===== src/rtl/id_ex_pipe_reg_pkg.sv =====
// Shared CPU definitions used by the ID/EX pipeline register: forwarding
// selects, opcodes, ALU control codes and the carried control-field struct.
package id_ex_pipe_reg_pkg;

  // Forwarding select encodings produced by the hazard detector
  localparam logic [1:0] NO_FWD          = 2'b00;
  localparam logic [1:0] FWD_FROM_EX_MEM = 2'b01;
  localparam logic [1:0] FWD_FROM_MEM_WB = 2'b10;

  // Opcodes the pipeline cares about
  localparam logic [5:0] OP_NOP = 6'b000000;
  localparam logic [5:0] OP_LB  = 6'b100000;
  localparam logic [5:0] OP_LH  = 6'b100001;
  localparam logic [5:0] OP_LW  = 6'b100011;
  localparam logic [5:0] OP_LBU = 6'b100100;
  localparam logic [5:0] OP_LHU = 6'b100101;

  // ALU control encodings
  localparam logic [3:0] ALU_ADD = 4'b0000;
  localparam logic [3:0] ALU_SUB = 4'b0001;
  localparam logic [3:0] ALU_AND = 4'b0010;
  localparam logic [3:0] ALU_OR  = 4'b0011;
  localparam logic [3:0] ALU_XOR = 4'b0100;
  localparam logic [3:0] ALU_SLT = 4'b0101;
  localparam logic [3:0] ALU_SLL = 4'b0110;
  localparam logic [3:0] ALU_SRL = 4'b0111;

  // Fixed-width fields carried from ID to EX. The operand buses live beside
  // this struct in the register because their width is a module parameter.
  typedef struct packed {
    logic [4:0] rs;
    logic [4:0] rt;
    logic [4:0] rw;
    logic [5:0] opcode;
    logic       alu_src;
    logic [3:0] alu_ctrl;
    logic       mem_rd;
    logic       mem_wr;
    logic       reg_wr;
    logic [1:0] op_a_sel;
    logic [1:0] op_b_sel;
    logic       valid;
  } id_ex_t;

  // True for any load opcode; a bubble opcode must never satisfy this
  function automatic logic is_load(input logic [5:0] op);
    return (op == OP_LB) || (op == OP_LH) || (op == OP_LW) ||
           (op == OP_LBU) || (op == OP_LHU);
  endfunction

  // Control fields of an inserted bubble: no writes, ADD, no forwarding
  function automatic id_ex_t bubble_ctrl(input logic [5:0] nop_op);
    id_ex_t b;
    b          = '0;
    b.opcode   = nop_op;
    b.alu_ctrl = ALU_ADD;
    b.op_a_sel = NO_FWD;
    b.op_b_sel = NO_FWD;
    b.valid    = 1'b0;
    return b;
  endfunction

endpackage


===== src/rtl/id_ex_pipe_reg_sat_counter.sv =====
// Saturating up-counter with synchronous clear; sticks at all-ones.
module id_ex_pipe_reg_sat_counter #(
  parameter int unsigned CNT_W = 16
) (
  input  logic             clk,
  input  logic             clear,
  input  logic             inc,
  output logic [CNT_W-1:0] value
);

  logic [CNT_W-1:0] cnt_q, cnt_d;
  logic             at_max;

  assign at_max = (cnt_q == {CNT_W{1'b1}});

  // Next count: clear wins, otherwise increment until saturated
  always_comb begin
    cnt_d = cnt_q;
    if (clear) begin
      cnt_d = '0;
    end else if (inc && !at_max) begin
      cnt_d = cnt_q + 1'b1;
    end
  end

  // Count register
  always_ff @(posedge clk) begin
    cnt_q <= cnt_d;
  end

  assign value = cnt_q;

endmodule


===== src/rtl/id_ex_pipe_reg.sv =====
// ID/EX pipeline register. Loads decoded ID fields each cycle, inserts a
// bubble on stall or flush, freezes on downstream hold, and counts stall and
// flush events with saturating counters.
module id_ex_pipe_reg
  import id_ex_pipe_reg_pkg::*;
#(
  parameter int unsigned DATA_W     = 32,
  parameter int unsigned CNT_W      = 16,
  parameter logic [5:0]  NOP_OPCODE = 6'b000000
) (
  input  logic              clk,
  input  logic              reset,
  input  logic              Stall_ID,
  input  logic              Flush_ID,
  input  logic              Hold_EX,
  input  logic [4:0]        Rs_ID,
  input  logic [4:0]        Rt_ID,
  input  logic [4:0]        Rw_ID,
  input  logic [5:0]        opcode_ID,
  input  logic [DATA_W-1:0] busA_ID,
  input  logic [DATA_W-1:0] busB_ID,
  input  logic [DATA_W-1:0] imm_ID,
  input  logic              ALU_SRC_ID,
  input  logic [3:0]        ALU_CTRL_ID,
  input  logic              MEM_RD_ID,
  input  logic              MEM_WR_ID,
  input  logic              REG_WR_ID,
  input  logic [1:0]        OP_A_SEL_ID,
  input  logic [1:0]        OP_B_SEL_ID,
  output logic [4:0]        Rs_EX,
  output logic [4:0]        Rt_EX,
  output logic [4:0]        Rw_ID_EX,
  output logic [5:0]        opcode_ID_EX,
  output logic [DATA_W-1:0] busA_EX,
  output logic [DATA_W-1:0] busB_EX,
  output logic [DATA_W-1:0] imm_EX,
  output logic              ALU_SRC_EX,
  output logic [3:0]        ALU_CTRL_EX,
  output logic              MEM_RD_EX,
  output logic              MEM_WR_EX,
  output logic              REG_WR_EX,
  output logic [1:0]        OP_A_SEL_EX,
  output logic [1:0]        OP_B_SEL_EX,
  output logic              VALID_EX,
  output logic [CNT_W-1:0]  stall_cnt,
  output logic [CNT_W-1:0]  flush_cnt
);

  id_ex_t            ctrl_q, ctrl_d, ctrl_in;
  logic [DATA_W-1:0] bus_a_q, bus_a_d;
  logic [DATA_W-1:0] bus_b_q, bus_b_d;
  logic [DATA_W-1:0] imm_q, imm_d;
  logic              flush_pend_q, flush_pend_d;
  logic              flush_any;
  logic              stall_inc;
  logic              flush_inc;

  // A flush seen during hold is remembered so it still squashes later
  assign flush_any = Flush_ID | flush_pend_q;

  // Flush takes precedence over stall when attributing a bubble
  assign stall_inc = ~Hold_EX & Stall_ID & ~flush_any;
  assign flush_inc = ~Hold_EX & flush_any;

  // Gather the incoming ID fields into the carried struct
  always_comb begin
    ctrl_in          = '0;
    ctrl_in.rs       = Rs_ID;
    ctrl_in.rt       = Rt_ID;
    ctrl_in.rw       = Rw_ID;
    ctrl_in.opcode   = opcode_ID;
    ctrl_in.alu_src  = ALU_SRC_ID;
    ctrl_in.alu_ctrl = ALU_CTRL_ID;
    ctrl_in.mem_rd   = MEM_RD_ID;
    ctrl_in.mem_wr   = MEM_WR_ID;
    ctrl_in.reg_wr   = REG_WR_ID;
    ctrl_in.op_a_sel = OP_A_SEL_ID;
    ctrl_in.op_b_sel = OP_B_SEL_ID;
    ctrl_in.valid    = 1'b1;
  end

  // Next-state selection: hold > bubble > load
  always_comb begin
    ctrl_d       = ctrl_q;
    bus_a_d      = bus_a_q;
    bus_b_d      = bus_b_q;
    imm_d        = imm_q;
    flush_pend_d = flush_pend_q;
    if (Hold_EX) begin
      // Stall is ignored here; the detector re-checks against frozen Rw
      flush_pend_d = flush_pend_q | Flush_ID;
    end else if (flush_any || Stall_ID) begin
      // Zero operands with Rw=0 so forwarding from a bubble yields 0
      ctrl_d       = bubble_ctrl(NOP_OPCODE);
      bus_a_d      = '0;
      bus_b_d      = '0;
      imm_d        = '0;
      flush_pend_d = 1'b0;
    end else begin
      ctrl_d       = ctrl_in;
      bus_a_d      = busA_ID;
      bus_b_d      = busB_ID;
      imm_d        = imm_ID;
      flush_pend_d = 1'b0;
    end
  end

  // Pipeline state with synchronous reset to bubble
  always_ff @(posedge clk) begin
    if (reset) begin
      ctrl_q       <= bubble_ctrl(NOP_OPCODE);
      bus_a_q      <= '0;
      bus_b_q      <= '0;
      imm_q        <= '0;
      flush_pend_q <= 1'b0;
    end else begin
      ctrl_q       <= ctrl_d;
      bus_a_q      <= bus_a_d;
      bus_b_q      <= bus_b_d;
      imm_q        <= imm_d;
      flush_pend_q <= flush_pend_d;
    end
  end

  id_ex_pipe_reg_sat_counter #(
    .CNT_W(CNT_W)
  ) u_stall_cnt (
    .clk  (clk),
    .clear(reset),
    .inc  (stall_inc),
    .value(stall_cnt)
  );

  id_ex_pipe_reg_sat_counter #(
    .CNT_W(CNT_W)
  ) u_flush_cnt (
    .clk  (clk),
    .clear(reset),
    .inc  (flush_inc),
    .value(flush_cnt)
  );

  assign Rs_EX        = ctrl_q.rs;
  assign Rt_EX        = ctrl_q.rt;
  assign Rw_ID_EX     = ctrl_q.rw;
  assign opcode_ID_EX = ctrl_q.opcode;
  assign busA_EX      = bus_a_q;
  assign busB_EX      = bus_b_q;
  assign imm_EX       = imm_q;
  assign ALU_SRC_EX   = ctrl_q.alu_src;
  assign ALU_CTRL_EX  = ctrl_q.alu_ctrl;
  assign MEM_RD_EX    = ctrl_q.mem_rd;
  assign MEM_WR_EX    = ctrl_q.mem_wr;
  assign REG_WR_EX    = ctrl_q.reg_wr;
  assign OP_A_SEL_EX  = ctrl_q.op_a_sel;
  assign OP_B_SEL_EX  = ctrl_q.op_b_sel;
  assign VALID_EX     = ctrl_q.valid;

endmodule


===== config.mk =====
export PLATFORM = sky130hd
export DESIGN_NAME = id_ex_pipe_reg
export DESIGN_NICKNAME = d
export VERILOG_FILES = /design/src/rtl/id_ex_pipe_reg_pkg.sv /design/src/rtl/id_ex_pipe_reg_sat_counter.sv /design/src/rtl/id_ex_pipe_reg.sv
export SDC_FILE = /design/constraint.sdc
export NUM_CORES = 1
export LEC_CHECK = 0
export BUFFER_PORTS_ARGS = -buffer_cell sky130_fd_sc_hd__buf_2
export CAP_MARGIN = 10
export CORE_ASPECT_RATIO = 0.5
export CORE_MARGIN = 1
export CORE_UTILIZATION = 40
export DETAILED_ROUTE_END_ITERATION = 16
export PLACE_DENSITY = 0.86
export SYNTH_ARGS = -nofsm -noshare
export SYNTH_HDL_FRONTEND = slang
export SYNTH_SLANG_ARGS = --single-unit

===== constraint.sdc =====
create_clock -name clk -period 1.7 [get_ports clk]
set_input_delay 0.34 -clock clk [delete_from_list [all_inputs] [get_ports clk]]
set_output_delay 0.34 -clock clk [all_outputs]
set_load 0.01 [all_outputs]

After elaboration in Yosys (flattened, before gate mapping) --
Cells that the tools add are included.
Word-level totals: logic and storage cells 38, output and inout bits 162, ROM bits 0, flip-flop bits (word level) 163, input bits 134, memories 0, bits in latches 0, bits in writable memories 0
Operators by class: magnitude comparators 0, div/mod/pow operators 0, shifts and indexed selects 0, equality and inequality tests 2, muxes and demuxes 4, reduce and logical (&&, ||, !) cells 6, bitwise logic cells 6, $add $sub $neg 2, multiply operators 0
Operators with widths (number):
- 32-bit 2-to-1 mux | 3
- 34-bit 2-to-1 mux | 1
- 16-bit by 1-bit adder with 16-bit output (second input constant) | 2
- 16-bit equality test (second input constant) | 2
- 1-bit AND | 3
- 1-bit logical AND | 2
- 1-bit zero test | 2
- 1-bit NOT | 2
- 2-bit OR reduction | 1
- 1-bit logical OR | 1
- 1-bit OR | 1

Longest topological paths before layout --
Gate-level depths: netlist of run 1.
depth in word-level cells 4, gate-level depth with buffers 6, mapped depth without buffers 5

By module --
From an unflattened synthesis of run 1, not the netlist that was laid out.
Unflattened totals: cells, all modules 503, area, all modules 5856.9 um^2
By module, submodules not included:
- id_ex_pipe_reg | cells each 311, area an instance 4190.3 um^2, seq. area each 2622.5 um^2, times used 1
- id_ex_pipe_reg_sat_counter | cells each 96, area an instance 833.3 um^2, seq. area each 320.3 um^2, times used 2

Worst setup path before layout of run 1 --
No wires, ideal clock.
path type register to register, from register u_flush_cnt.cnt_q[0] (netlist: u_flush_cnt.value[0]), to register u_flush_cnt.cnt_q[10] (netlist: u_flush_cnt.value[10]), setup time 0.070 ns, data required time 1.630 ns, data arrival time 1.860 ns, path buffers 1, stages on the path, launching flop included 7, clock period less this slack 1.930 ns, path slack -0.230 ns, cells stage by stage dfxtp_1 > ha_1 > nand3_1 > or3_1 > clkbuf_1 > or4_1 > a21oi_1
Between the ends: word-level cells in the longest chain between the ends 3, elaborated cells on any way between the ends 4, those cells by class add/sub (1); eq/ne (1); reduce/logical (2)
RTL lines:
- start, declared | line id_ex_pipe_reg_sat_counter.sv:11 | logic [CNT_W-1:0] cnt_q, cnt_d;
- start signal, assigned | line id_ex_pipe_reg_sat_counter.sv:28 | cnt_q <= cnt_d;
- branches (longest 3 deep; another with 16-bit by 1-bit adder with 16-bit output)
Several ways; the timed one is not identified. A chain may end at the register's enable or synchronous reset.

Final worst setup path of run 1 --
from register u_flush_cnt.cnt_q[0] (netlist: u_flush_cnt.value[0]), to register u_flush_cnt.cnt_q[13] (netlist: u_flush_cnt.value[13])
Same word-level chain as after synthesis.

==> metrics.cfg, run 1 <==
[critical_path]
launch_point_of_the_worst_reg_to_reg_path = u_flush_cnt.value[0]$_SDFFE_PP0P_
ff2ff_path_depth = 4
cp-end-kind = flip-flop
reg2reg_to = u_flush_cnt.value[13]$_SDFFE_PP0P_
start_kind = flip-flop
required_ns = 2.05
worst_ep_arrival_time_ns = 2.09
crit_fanout = 6
reg_to_reg_setup_timing_slack_ns = -0.04
path_class = flip-flop to flip-flop

[routing]
routed_wire_length_per_instance_microns = 17.1
drt_iter0_drc = 384
avgViaCountPerCell = 5.38
drt_drc = 0
drt_pre_antenna_iters = 5
met3WireLength_microns = 642
wirelength_met1_mm = 6.95
route.top_layer_used = met4
drtAntennaViolNets = 0
route.vias.total = 5315
drt-total-wl_mm = 16.9
dr_wl_met2_mm = 9.06

[placement]
placed_area_sq_mm = 0.00751
place.port_buffers = 295
numPlacedInstances = 954
post-dp-hpwl_mm = 12.0
gp_congestion = 0.854

[clocking]
clk_path_buf_depth = 2
cts_tree = yes
cts.clk_slew.worst_paths_ns = 0.07
cts_htree_levels = 4
cts_sinks = 163
clk_latency_worst_skew_pair_ns = 0.41
cts_made_buffers = 17
clock_tree.root_cell = sky130_fd_sc_hd__clkbuf_16

[timing]
final.setup.worst_slack_ns = -0.0449
finalCritPeriodShare_pct = 103
setup_repair_after_global_routing_missed_its_margin = true
maxSlewHeadroom_pct = 72.2
post-route-min-period_ns = 1.74
finalHoldViolations = 0
setup_viol = 3
maxClockFrequency_mhz = 573
max_slew.worst_pin.slew_ns = 0.416
finClkSkew_ns = 0.0144
timing_max_transition_violations_final = 0

[grt]
grt_start_max_net_pins = 78
grt_first_pass_wirelength_mm = 26.3
globalRoute.totalOverflow = 0
initial_antenna_violation_count = 0
grt_use_total_pct = 22.9
number_of_global_route_vias_before_repair = 5191

[final_layout]
final_design_area_no_fill_sq_mm = 0.00822
fin_util_pct = 62.9
layout.filler_cells = 1063
finalNonFillerCells = 988
multi_input_comb_area_sq_mm = 0.00221
layout-area-overhead-vs-synth_pct = 48.5
fin_nets = 941
sequential_cell_area_sq_mm = 0.00330
layout_common_cells = sky130_fd_sc_hd__buf_2, sky130_fd_sc_hd__dfxtp_1, sky130_fd_sc_hd__a22o_1, sky130_fd_sc_hd__buf_4, sky130_fd_sc_hd__a21oi_1
final_layout_size_suffix_gt1_share_pct = 49.8
number_of_antenna_repair_diodes = 0
most_frequent_standard_cell_in_the_layout_excluding_fill_and_tap_cells = sky130_fd_sc_hd__buf_2

[power]
power.internal_mw = 6.68
swShare_pct = 21.8
comb_power_share_pct = 5.9
max-vdd-ir-drop_mv = 0.574
cellLeakagePower_nw = 3.91
share_clk_of_total_power_pct = 48.0
p_switching_mw = 1.86
power_density_mw_per_mm2 = 1040
sequential_power_share_pct = 46.1

[run_status]
status = finished, violations left
violations = negative setup slack

[logic_synthesis]
yosysTopAreaCell = sky130_fd_sc_hd__dfxtp_1
post_synth_xor_area_fraction_pct = 0.158
synth_top_area_share_pct = 58.9
postSynthRegisterBits = 163
compound_gate_fraction_of_synth_area_pct = 27.5
synth_edf_count = 0
synth-simple-area-share_pct = 9.67
synthCells = 484
synth-warning-count = 0
syn-num-nets = 620
synth_seq_area_share_pct = 58.9
synthAdderAreaFrac_pct = 0.452
synth-async-reset-ratio_pct = 0
postSynthAreaPerCell_sq_um = 11.4
synth_mux_area_share_pct = 0.384
syn-cell-area_sq_mm = 0.00554
yosys-top-cells-area = sky130_fd_sc_hd__dfxtp_1, sky130_fd_sc_hd__a22o_1, sky130_fd_sc_hd__a21oi_1
main_combinational_cell_family_by_area_after_synthesis = compound AO/OA/AOI/OAI gates
yosys.cell_types.count = 40
postSynth.topFlopCell = sky130_fd_sc_hd__dfxtp_1

[hold_path]
hold_path.startpoint = busA_ID[10]
hold-path-endpoint = busA_EX[10]$_SDFFE_PP0N_
worst_hold_path.num_cells = 2
holdCritPathClass = input port to flip-flop

[floorplan]
die_y_microns = 85.2
die_area_sq_mm = 0.0143
floorplan.core_area_sq_mm = 0.0131
floorplan.initialDensity_pct = 42.4
placementRows = 29
floorplan.die.width_microns = 168
io_pins = 296

[run]
maxCapViolCount = 0

[layer usage]
layer,vias to the layer above,GRT usage [%]
li1,2540,-
met1,2587,27.4
met2,160,42.5
met3,28,3.87
met4,0,7.11
met5,-,0
[area by class of cell]
type	count	area share (%)
Inverter	3	0.137
Timing Repair Buffer	338	22.5
Sequential cell	163	40.1
Clock buffer	21	6.00
Tap cell	170	2.59
Multi-Input combinational cell	282	26.9
Clock inverter	11	1.77
[cell families (layout without fill, tap and decap cells)]
group	count (synthesis)	count (layout)
AND/OR/NAND/NOR	87	87
flip-flops	163	163
XOR/XNOR	1	1
buffers and inverters	39	373
adder cells (fa/ha/maj)	2	2
AO/OA/AOI/OAI	190	190
multiplexers	2	2
[cell usage after synthesis, types with 2 or more instances]
master,count
sky130_fd_sc_hd__dfxtp_1,163
sky130_fd_sc_hd__a22o_1,129
sky130_fd_sc_hd__a21oi_1,27
sky130_fd_sc_hd__clkbuf_1,26
sky130_fd_sc_hd__o31ai_1,18
sky130_fd_sc_hd__or4_1,16
sky130_fd_sc_hd__nand4_1,13
sky130_fd_sc_hd__nand2_1,11
sky130_fd_sc_hd__buf_2,10
sky130_fd_sc_hd__nor2_1,9
sky130_fd_sc_hd__or3_1,9
sky130_fd_sc_hd__nand3_1,8
sky130_fd_sc_hd__o21ai_0,7
sky130_fd_sc_hd__and2_1,3
sky130_fd_sc_hd__inv_1,3
sky130_fd_sc_hd__nor2b_1,3
sky130_fd_sc_hd__and3_1,2
sky130_fd_sc_hd__and4_1,2
sky130_fd_sc_hd__ha_1,2
sky130_fd_sc_hd__nand2b_1,2
sky130_fd_sc_hd__nor4_1,2
[sequential cells by signal (all words and copies together), names as in the netlist, 6 cells and up]
name	flops
busA_EX	32
u_stall_cnt.value	16
imm_EX	32
u_flush_cnt.value	16
opcode_ID_EX	6
busB_EX	32
[through the flow]
stage | hold WS [ns] | worst slack [ns] | TNS, ns | total power, mW
5_1_grt | 0.125 | -0.0896 | -0.422 | 8.82
3_3_place_gp | 0.437 | -0.124 | -0.348 | 4.51
4_1_cts | 0.128 | -0.0252 | -0.0252 | 8.60
3_5_place_dp | 0.437 | -0.173 | -0.957 | 4.53
2_1_floorplan | 0.473 | 0.000338 | 0 | 4.23
6_report | 0.144 | -0.0449 | -0.0745 | 8.55
[repair_timing]
item | in CTS | in global routing
setup buffers | 0 | 2
hold buffers | 0 | 0
gates resized for setup | 1 | 15
pin swaps | 2 | 6
setup endpoints to repair | 4 | 9
[critical path: stages (launching register included)]
cell and delay, ns:
sky130_fd_sc_hd__dfxtp_4 0.38, sky130_fd_sc_hd__nand4_1 0.10, sky130_fd_sc_hd__or4_4 0.55, sky130_fd_sc_hd__or4_4 0.51
sky130_fd_sc_hd__a21oi_2 0.14
[power groups by stage]
stage,Clock [mW],Sequential [mW],Combinational (mW)
5_1_grt,4.33,3.95,0.549
3_5_place_dp,0,4.02,0.502
6_report,4.10,3.94,0.507
2_1_floorplan,0,4.06,0.169
4_1_cts,4.16,3.94,0.504
3_3_place_gp,0,4.02,0.485
[worst max-delay path by stage]
stage | start | slack (ns) | cells after the start | to
6_report | u_flush_cnt.value[0]$_SDFFE_PP0P_ | -0.04 | 4 | u_flush_cnt.value[13]$_SDFFE_PP0P_
5_1_grt | u_flush_cnt.value[2]$_SDFFE_PP0P_ | -0.09 | 4 | u_flush_cnt.value[13]$_SDFFE_PP0P_
4_1_cts | u_flush_cnt.value[1]$_SDFFE_PP0P_ | -0.03 | 4 | u_flush_cnt.value[13]$_SDFFE_PP0P_
3_5_place_dp | Hold_EX | -0.17 | 5 | u_flush_cnt.value[10]$_SDFFE_PP0P_
3_3_place_gp | Hold_EX | -0.12 | 5 | u_flush_cnt.value[10]$_SDFFE_PP0P_
2_1_floorplan | u_flush_cnt.value[0]$_SDFFE_PP0P_ | 0.0003 | 6 | u_flush_cnt.value[10]$_SDFFE_PP0P_
No activity file was read; power rests on OpenSTA's default activity.
==> run 2: changes to the inputs <==
--- a/config.mk
+++ b/config.mk
@@ -7,7 +7,6 @@
 export LEC_CHECK = 0
 export BUFFER_PORTS_ARGS = -buffer_cell sky130_fd_sc_hd__buf_2
 export CAP_MARGIN = 10
-export CORE_ASPECT_RATIO = 0.5
 export CORE_MARGIN = 1
 export CORE_UTILIZATION = 40
 export DETAILED_ROUTE_END_ITERATION = 16
==> run 2 against run 1 <==
  * The flow still finishes with violations (negative setup slack)
  * Worst setup slack improved by 0.017 ns
  * Non-clock buffer count grew 4
  * Register-to-register slack better by 0.02 ns
  * Cell count grew 1.2%
  * Worst hold slack worse by 0.0093 ns
  * Die area down 0.20%
  * Clock skew is 0.0036 ns lower
  * Critical endpoint is now u_stall_cnt.value[3]$_SDFFE_PP0P_
==> metrics.cfg, run 2 (synthesis results as in run 1) <==
[critical_path]
reg_to_reg_setup_timing_slack_ns = -0.03  ; was -0.04 ns
path_class = flip-flop to flip-flop  ; unchanged
required_ns = 1.99  ; was 2.05 ns
cp_cell_sequence = ha_4, nand4_1, o41a_1, and3_4, mux2_4  ; was nand4_1, or4_4, or4_4, a21oi_2
worst_ep_arrival_time_ns = 2.02  ; was 2.09 ns
cp-end-kind = flip-flop  ; unchanged
slowest_delay_ns = 0.44  ; was 0.55 ns
slowest_stage = sky130_fd_sc_hd__o41a_1  ; was sky130_fd_sc_hd__or4_4
start_kind = flip-flop  ; unchanged
crit_fanout = 5  ; was 6

[final_layout]
layout.filler_cells = 1087  ; was 1063
fin_nets = 945  ; was 941
fin_util_pct = 62.1  ; was 62.9%
final_layout_size_suffix_gt1_share_pct = 50.5  ; was 49.8%
layout-area-overhead-vs-synth_pct = 49.6  ; was 48.5%
most_frequent_standard_cell_in_the_layout_excluding_fill_and_tap_cells = sky130_fd_sc_hd__buf_2  ; unchanged
layout_common_cells = sky130_fd_sc_hd__buf_2, sky130_fd_sc_hd__dfxtp_1, sky130_fd_sc_hd__a22o_1, sky130_fd_sc_hd__buf_4, sky130_fd_sc_hd__a21oi_1  ; unchanged

[timing]
post-route-min-period_ns = 1.73  ; was 1.74 ns
max_slew.worst_pin.slew_ns = 0.477  ; was 0.416 ns
setup_repair_after_global_routing_missed_its_margin = true  ; unchanged
finClkSkew_ns = 0.0108  ; was 0.0144 ns
finalCritPeriodShare_pct = 102  ; was 103%
final.setup.worst_slack_ns = -0.0280  ; was -0.0449 ns
finalHoldViolations = 0  ; unchanged
maxSlewHeadroom_pct = 68.2  ; was 72.2%
timing_max_transition_violations_final = 0  ; unchanged
setup_viol = 3  ; unchanged
setup_tns_ns = -0.0547  ; was -0.0745 ns
maxClockFrequency_mhz = 579  ; was 573 MHz

[grt]
grt_first_pass_wirelength_mm = 24.7  ; was 26.3 mm
initial_antenna_violation_count = 2  ; was 0
grt_util_met2_pct = 38.9  ; was 42.5%
globalRoute.totalOverflow = 0  ; unchanged
grt_use_total_pct = 21.9  ; was 22.9%
grt.met3_usage_pct = 7.32  ; was 3.87%
grt_use_met1_pct = 24.5  ; was 27.4%
number_of_global_route_vias_before_repair = 5053  ; was 5191
grt_start_max_net_pins = 104  ; was 78
top_usage_layer = met2  ; unchanged

[run_status]
status = finished, violations left  ; unchanged
violations = negative setup slack  ; unchanged

[floorplan]
die_area_sq_mm = 0.0143  ; about the same
io_pins = 296  ; unchanged
floorplan.die.width_microns = 120  ; was 168 microns
die_y_microns = 120  ; was 85.2 microns
floorplan.initialDensity_pct = 41.5  ; was 42.4%
floorplan.core_area_sq_mm = 0.0133  ; was 0.0131 sq mm
placementRows = 42  ; was 29

[routing]
routed_wire_length_per_instance_microns = 16.5  ; was 17.1 microns
route.vias.total = 5238  ; was 5315
drtAntennaViolNets = 0  ; unchanged
drt-total-wl_mm = 16.5  ; was 16.9 mm
drt_iter0_drc = 324  ; was 384
avgViaCountPerCell = 5.24  ; was 5.38
drt_pre_antenna_iters = 4  ; was 5
drt_drc = 0  ; unchanged

[power]
sequential_power_share_pct = 46.4  ; was 46.1%
swShare_pct = 23.0  ; was 21.8%
power.internal_mw = 6.53  ; was 6.68 mW
p_switching_mw = 1.96  ; was 1.86 mW
cellLeakagePower_nw = 3.93  ; was 3.91 nW
share_clk_of_total_power_pct = 47.7  ; was 48.0%
comb_power_share_pct = 5.9  ; about the same
max-vdd-ir-drop_mv = 0.860  ; was 0.574 mV
power_density_mw_per_mm2 = 1020  ; was 1040 mW/mm^2

[clocking]
clk_latency_worst_skew_pair_ns = 0.41  ; about the same
cts_htree_levels = 4  ; unchanged
cts_sinks = 163  ; unchanged
clock_tree.root_cell = sky130_fd_sc_hd__clkbuf_16  ; unchanged
cts_made_buffers = 17  ; unchanged
cts_tree = yes  ; unchanged
cts.clk_slew.worst_paths_ns = 0.07  ; about the same
clk_path_buf_depth = 2  ; unchanged
holdBufCountCts = 0  ; unchanged

[placement]
place.port_buffers = 295  ; unchanged
gp_congestion = 0.890  ; was 0.854
post-dp-hpwl_mm = 11.8  ; was 12.0 mm

[run]
maxCapViolCount = 0  ; unchanged

[hold_path]
holdCritPathClass = input port to flip-flop  ; unchanged

## run 2: cell types whose count changed in the layout (fill, tap and decap cells not counted), sizes merged
cell	delta
inv	+5
clkbuf	-4
diode	+2
buf	+4
clkinv	-1
## run 2: power groups by stage
stage          sequential (mW)  clock [mW]  combinational [mW]
2_1_floorplan             4.06           0               0.169
3_3_place_gp              4.02           0               0.480
3_5_place_dp              4.02           0               0.497
4_1_cts                   3.94        4.13               0.499
5_1_grt                   3.94        4.30               0.540
6_report                  3.94        4.05               0.503
## run 2: path summary, 6_finish.rpt
check | from | end | cells after the start
hold / removal | busB_ID[8] | busB_EX[8]$_SDFFE_PP0N_ | 2
hold reg to reg | VALID_EX$_SDFFE_PP0N_ | VALID_EX$_SDFFE_PP0N_ | 1
setup reg to reg | u_stall_cnt.value[0]$_SDFFE_PP0P_ | u_stall_cnt.value[3]$_SDFFE_PP0P_ | 5
setup / recovery | u_stall_cnt.value[0]$_SDFFE_PP0P_ | u_stall_cnt.value[3]$_SDFFE_PP0P_ | 5
## run 2: timing repair
| item | 4_1_cts | 5_1_grt |
|---|---|---|
| pin swaps | 2 | 13 |
| resized for setup | 1 | 21 |
| hold endpoints to repair | 0 | 0 |
| setup endpoints to repair | 4 | 125 |
| buffers inserted | 0 | 2 |
## run 2: cell type report
cell class	instances	area (sq um)	share of cell area (%)
Sequential cell	163	3300	39.8
Multi-Input combinational cell	282	2240	27.0
Timing Repair Buffer	342	1870	22.6
Clock buffer	17	425	5.14
Tap cell	176	220	2.66
Clock inverter	15	214	2.58
Inverter	3	11.3	0.136
Antenna cell	2	5.00	0.0604
## run 2: layer usage
metal / share of wire (%) / wire length [microns]
met1: 41 / 6700
met4: 1.0 / 164
met2: 52 / 8620
met3: 6.0 / 995
met5: 0 / 0
## run 2: stage by stage
| step | instance area [sq um] | hold slack, ns | setup WS, ns | total power, mW | std cells |
|---|---|---|---|---|---|
| floorplan | 5600 | 0.473 | 0.000338 | 4.23 | 484 |
| global placement | 7530 | 0.430 | -0.157 | 4.50 | 964 |
| detailed placement | 7530 | 0.441 | -0.170 | 4.52 | 964 |
| CTS | 8180 | 0.115 | -0.00429 | 8.57 | 996 |
| global route | 8280 | 0.112 | -0.0922 | 8.78 | 1000 |
| finish | 8280 | 0.135 | -0.0280 | 8.49 | 1000 |
## run 2: critical path: cells and delay by family, from the launching register on
kind | cells | cell delay [ns]
muxes | 1 | 0.29
DFF | 1 | 0.38
adders and majority gates | 1 | 0.16
and+or+nand+nor | 2 | 0.35
AOI/OAI and AO/OA | 1 | 0.44
==> run 3: changes to the inputs <==
--- a/config.mk
+++ b/config.mk
@@ -5,12 +5,13 @@
 export SDC_FILE = /design/constraint.sdc
 export NUM_CORES = 1
 export LEC_CHECK = 0
+export ABC_AREA = 1
 export BUFFER_PORTS_ARGS = -buffer_cell sky130_fd_sc_hd__buf_2
 export CAP_MARGIN = 10
 export CORE_MARGIN = 1
-export CORE_UTILIZATION = 40
+export CORE_UTILIZATION = 41
 export DETAILED_ROUTE_END_ITERATION = 16
-export PLACE_DENSITY = 0.86
+export PLACE_DENSITY = 0.85
 export SYNTH_ARGS = -nofsm -noshare
 export SYNTH_HDL_FRONTEND = slang
 export SYNTH_SLANG_ARGS = --single-unit
==> run 3 against run 2 <==
  * The flow now finishes without violations
  * Power fell by 2.9%
  * Synthesized cell count is 81% higher
  * Sequential share of layout area down 2.7 points
  * Register-to-register slack improved by 0.16 ns
  * Cell count up 38%
  * Critical path depth increased by 3
  * Worst setup slack improved by 0.16 ns
  * Largest cell class unchanged
==> metrics.cfg, run 3 <==
[run_status]
status = completed  ; was finished, violations left

[hold_path]
holdCritPathClass = input port to flip-flop  ; unchanged

[routing]
drt_iter0_drc = 420  ; was 324
drt_drc = 0  ; unchanged
routed_wire_length_per_instance_microns = 13.1  ; was 16.5 microns
drt_pre_antenna_iters = 5  ; was 4
route.vias.total = 6558  ; was 5238
drt-total-wl_mm = 18.1  ; was 16.5 mm
avgViaCountPerCell = 4.76  ; was 5.24
drtAntennaViolNets = 0  ; unchanged

[final_layout]
layout.filler_cells = 1424  ; was 1087
final_layout_size_suffix_gt1_share_pct = 31.0  ; was 50.5%
number_of_antenna_repair_diodes = 0  ; was 2
fin_nets = 1289  ; was 945
layout-area-overhead-vs-synth_pct = 34.5  ; was 49.6%
layout_common_cells = sky130_fd_sc_hd__buf_2, sky130_fd_sc_hd__dfxtp_1, sky130_fd_sc_hd__inv_1, sky130_fd_sc_hd__nand3_1, sky130_fd_sc_hd__o21ai_0  ; was sky130_fd_sc_hd__buf_2, sky130_fd_sc_hd__dfxtp_1, sky130_fd_sc_hd__a22o_1, sky130_fd_sc_hd__buf_4, sky130_fd_sc_hd__a21oi_1
most_frequent_standard_cell_in_the_layout_excluding_fill_and_tap_cells = sky130_fd_sc_hd__buf_2  ; unchanged

[critical_path]
path_class = flip-flop to flip-flop  ; unchanged
required_ns = 2.01  ; was 1.99 ns
start_kind = flip-flop  ; unchanged
reg2reg_to = u_flush_cnt.value[2]$_SDFFE_PP0P_  ; was u_stall_cnt.value[3]$_SDFFE_PP0P_
worst_ep_arrival_time_ns = 1.88  ; was 2.02 ns
slowest_delay_ns = 0.40  ; was 0.44 ns
launch_point_of_the_worst_reg_to_reg_path = u_flush_cnt.value[0]$_SDFFE_PP0P_  ; was u_stall_cnt.value[0]$_SDFFE_PP0P_
cp_cell_sequence = ha_1, nand2_1, nor2_4, nand2_1, nor2_4, nor2_2, a21oi_1, nor2_1  ; was ha_4, nand4_1, o41a_1, and3_4, mux2_4
crit_fanout = 5  ; unchanged
cp-end-kind = flip-flop  ; unchanged
setup.worst_path.start = u_flush_cnt.value[0]$_SDFFE_PP0P_  ; was u_stall_cnt.value[0]$_SDFFE_PP0P_
slowest_stage = sky130_fd_sc_hd__dfxtp_1  ; was sky130_fd_sc_hd__o41a_1
path_buf_inv = 0  ; unchanged
reg_to_reg_setup_timing_slack_ns = 0.13  ; was -0.03 ns
path_delay_family = simple AND/OR/NAND/NOR gates  ; was compound AO/OA/AOI/OAI gates
ff2ff_path_depth = 8  ; was 5
timing.critical_path.depth = 8  ; was 5
worstSetupEndpoint = u_flush_cnt.value[2]$_SDFFE_PP0P_  ; was u_stall_cnt.value[3]$_SDFFE_PP0P_

[timing]
finClkSkew_ns = 0.00746  ; was 0.0108 ns
maxSlewHeadroom_pct = 57.4  ; was 68.2%
finalHoldViolations = 0  ; unchanged
setup_viol = 0  ; was 3
setup_tns_ns = 0  ; was -0.0547 ns
finalHoldWorstSlack_ns = 0.163  ; was 0.135 ns
setup_repair_after_global_routing_missed_its_margin = true  ; unchanged
max_slew.worst_pin.slew_ns = 0.638  ; was 0.477 ns
final.setup.worst_slack_ns = 0.133  ; was -0.0280 ns
maxClockFrequency_mhz = 638  ; was 579 MHz
finalCritPeriodShare_pct = 92.2  ; was 102%
post-route-min-period_ns = 1.57  ; was 1.73 ns
timing_max_transition_violations_final = 0  ; unchanged

[logic_synthesis]
postSynthAreaPerCell_sq_um = 7.45  ; was 11.4 sq um
synth_most_common_cell = sky130_fd_sc_hd__dfxtp_1  ; unchanged
syn-cell-area_sq_mm = 0.00654  ; was 0.00554 sq mm
syn-num-nets = 1014  ; was 620
postSynthRegisterBits = 163  ; unchanged
ys_top_cells_by_count = sky130_fd_sc_hd__dfxtp_1, sky130_fd_sc_hd__inv_1, sky130_fd_sc_hd__nand3_1, sky130_fd_sc_hd__o21ai_0, sky130_fd_sc_hd__nand2_1  ; was sky130_fd_sc_hd__dfxtp_1, sky130_fd_sc_hd__a22o_1, sky130_fd_sc_hd__a21oi_1, sky130_fd_sc_hd__clkbuf_1, sky130_fd_sc_hd__o31ai_1
synth_seq_area_share_pct = 49.9  ; was 58.9%
yosys.cell_types.count = 25  ; was 40
synthCells = 878  ; was 484
yosys-top-cells-area = sky130_fd_sc_hd__dfxtp_1, sky130_fd_sc_hd__nand3_1, sky130_fd_sc_hd__o21ai_0  ; was sky130_fd_sc_hd__dfxtp_1, sky130_fd_sc_hd__a22o_1, sky130_fd_sc_hd__a21oi_1
postSynth.topFlopCell = sky130_fd_sc_hd__dfxtp_1  ; unchanged
synth-warning-count = 0  ; unchanged
synth-async-reset-ratio_pct = 0  ; unchanged
synth_top_area_share_pct = 49.9  ; was 58.9%
yosysTopAreaCell = sky130_fd_sc_hd__dfxtp_1  ; unchanged
synth_edf_count = 0  ; unchanged

[clocking]
clk_path_buf_depth = 2  ; unchanged
post_cts.repair.setup_buffers = 0  ; unchanged
cts_tree = yes  ; unchanged
cts_sinks = 163  ; unchanged
holdBufCountCts = 0  ; unchanged
clock_tree.root_cell = sky130_fd_sc_hd__clkbuf_16  ; unchanged
cts_htree_levels = 4  ; unchanged
clk_latency_worst_skew_pair_ns = 0.42  ; was 0.41 ns
cts_made_buffers = 17  ; unchanged
cts.clk_slew.worst_paths_ns = 0.07  ; about the same

[grt]
globalRoute.totalOverflow = 0  ; unchanged
initial_antenna_violation_count = 0  ; was 2
grt_use_total_pct = 21.4  ; was 21.9%
number_of_global_route_vias_before_repair = 5994  ; was 5053
grt_start_max_net_pins = 128  ; was 104
grt_first_pass_wirelength_mm = 28.1  ; was 24.7 mm

[floorplan]
die_y_microns = 128  ; was 120 microns
floorplan.initialDensity_pct = 42.5  ; was 41.5%
io_pins = 296  ; unchanged
die_area_sq_mm = 0.0165  ; was 0.0143 sq mm
placementRows = 45  ; was 42
floorplan.die.width_microns = 128  ; was 120 microns
floorplan.core_area_sq_mm = 0.0154  ; was 0.0133 sq mm

[power]
power_density_mw_per_mm2 = 937  ; was 1020 mW/mm^2
max-vdd-ir-drop_mv = 0.714  ; was 0.860 mV
total_power_mw = 8.24  ; was 8.49 mW
cellLeakagePower_nw = 4.59  ; was 3.93 nW

[placement]
place.port_buffers = 295  ; unchanged
gp_congestion = 0.906  ; was 0.890
placement.setup.worst_slack_ns = 0.0167  ; was -0.170 ns
post-dp-hpwl_mm = 12.5  ; was 11.8 mm

[run]
maxCapViolCount = 0  ; unchanged

## run 3: worst min-delay path, stage by stage
cell	delay, ns
sky130_fd_sc_hd__buf_2	0.09
sky130_fd_sc_hd__inv_1	0.03
sky130_fd_sc_hd__o21ai_0	0.06
## run 3: kinds of logic (layout without fill, tap and decap cells)
family | count (synthesis) | after routing | synth area share (%)
AND/OR/NAND/NOR | 351 | 352 | 25.1
buffers and inverters | 210 | 497 | 13.0
flip-flops | 163 | 163 | 49.9
AO/OA/AOI/OAI | 152 | 152 | 11.6
adder cells (fa/ha/maj) | 2 | 2 | 0.383
## run 3: final cells by class
cell class | instances | area, sq um | share of cell area (%)
clock buffer | 17 | 425 | 4.84
inverter | 161 | 608 | 6.91
tap | 211 | 264 | 3.00
clock inverter | 15 | 160 | 1.82
sequential | 163 | 3260 | 37.1
multi-input combinational | 506 | 2460 | 28.0
timing repair buffer | 304 | 1610 | 18.3
## run 3: metrics by stage
step,std cells,area (sq um),utilization (%)
2_1_floorplan,878,6540,-
3_3_place_gp,1344,8170,53.2
3_5_place_dp,1344,8170,53.2
4_1_cts,1376,8760,57.0
5_1_grt,1377,8790,57.2
6_report,1377,8790,57.2
## run 3: repair_timing
action	4_1_cts	5_1_grt
endpoints found under the hold margin	0	0
endpoints found under the setup margin	0	20
resized for setup	0	7
## run 3: routing by layer
layer  part of all wire (%)  wire, microns  global-route usage (%)  up-vias
li1                       -              -                       -     3347
met1                     39           7100                    24.5     2939
met2                     52           9350                    37.3      250
met3                    7.4           1350                    7.05       22
met4                    1.5            263                    7.20        0
met5                      0              0                       0        -
## run 3: where the power goes
group | internal (mW) | switching, mW | total, mW
logic | 0.242 | 0.333 | 0.575
registers | 3.90 | 0.0431 | 3.94
clock network | 1.97 | 1.76 | 3.72
total | 6.11 | 2.13 | 8.24
## run 3: worst min path at each step
stage / start / endpoint / depth (start not counted) / slack (ns)
after CTS: Rt_ID[0] / Rt_EX[0]$_SDFFE_PP0N_ / 3 / 0.14
after detailed placement: ALU_SRC_EX$_SDFFE_PP0N_ / ALU_SRC_EX$_SDFFE_PP0N_ / 2 / 0.47
after global routing: busB_ID[27] / busB_EX[27]$_SDFFE_PP0N_ / 3 / 0.14
after global placement: VALID_EX$_SDFFE_PP0N_ / VALID_EX$_SDFFE_PP0N_ / 2 / 0.46
after floorplan: reset / u_flush_cnt.value[11]$_SDFFE_PP0P_ / 1 / 0.41
final: busA_ID[0] / busA_EX[0]$_SDFFE_PP0N_ / 3 / 0.16
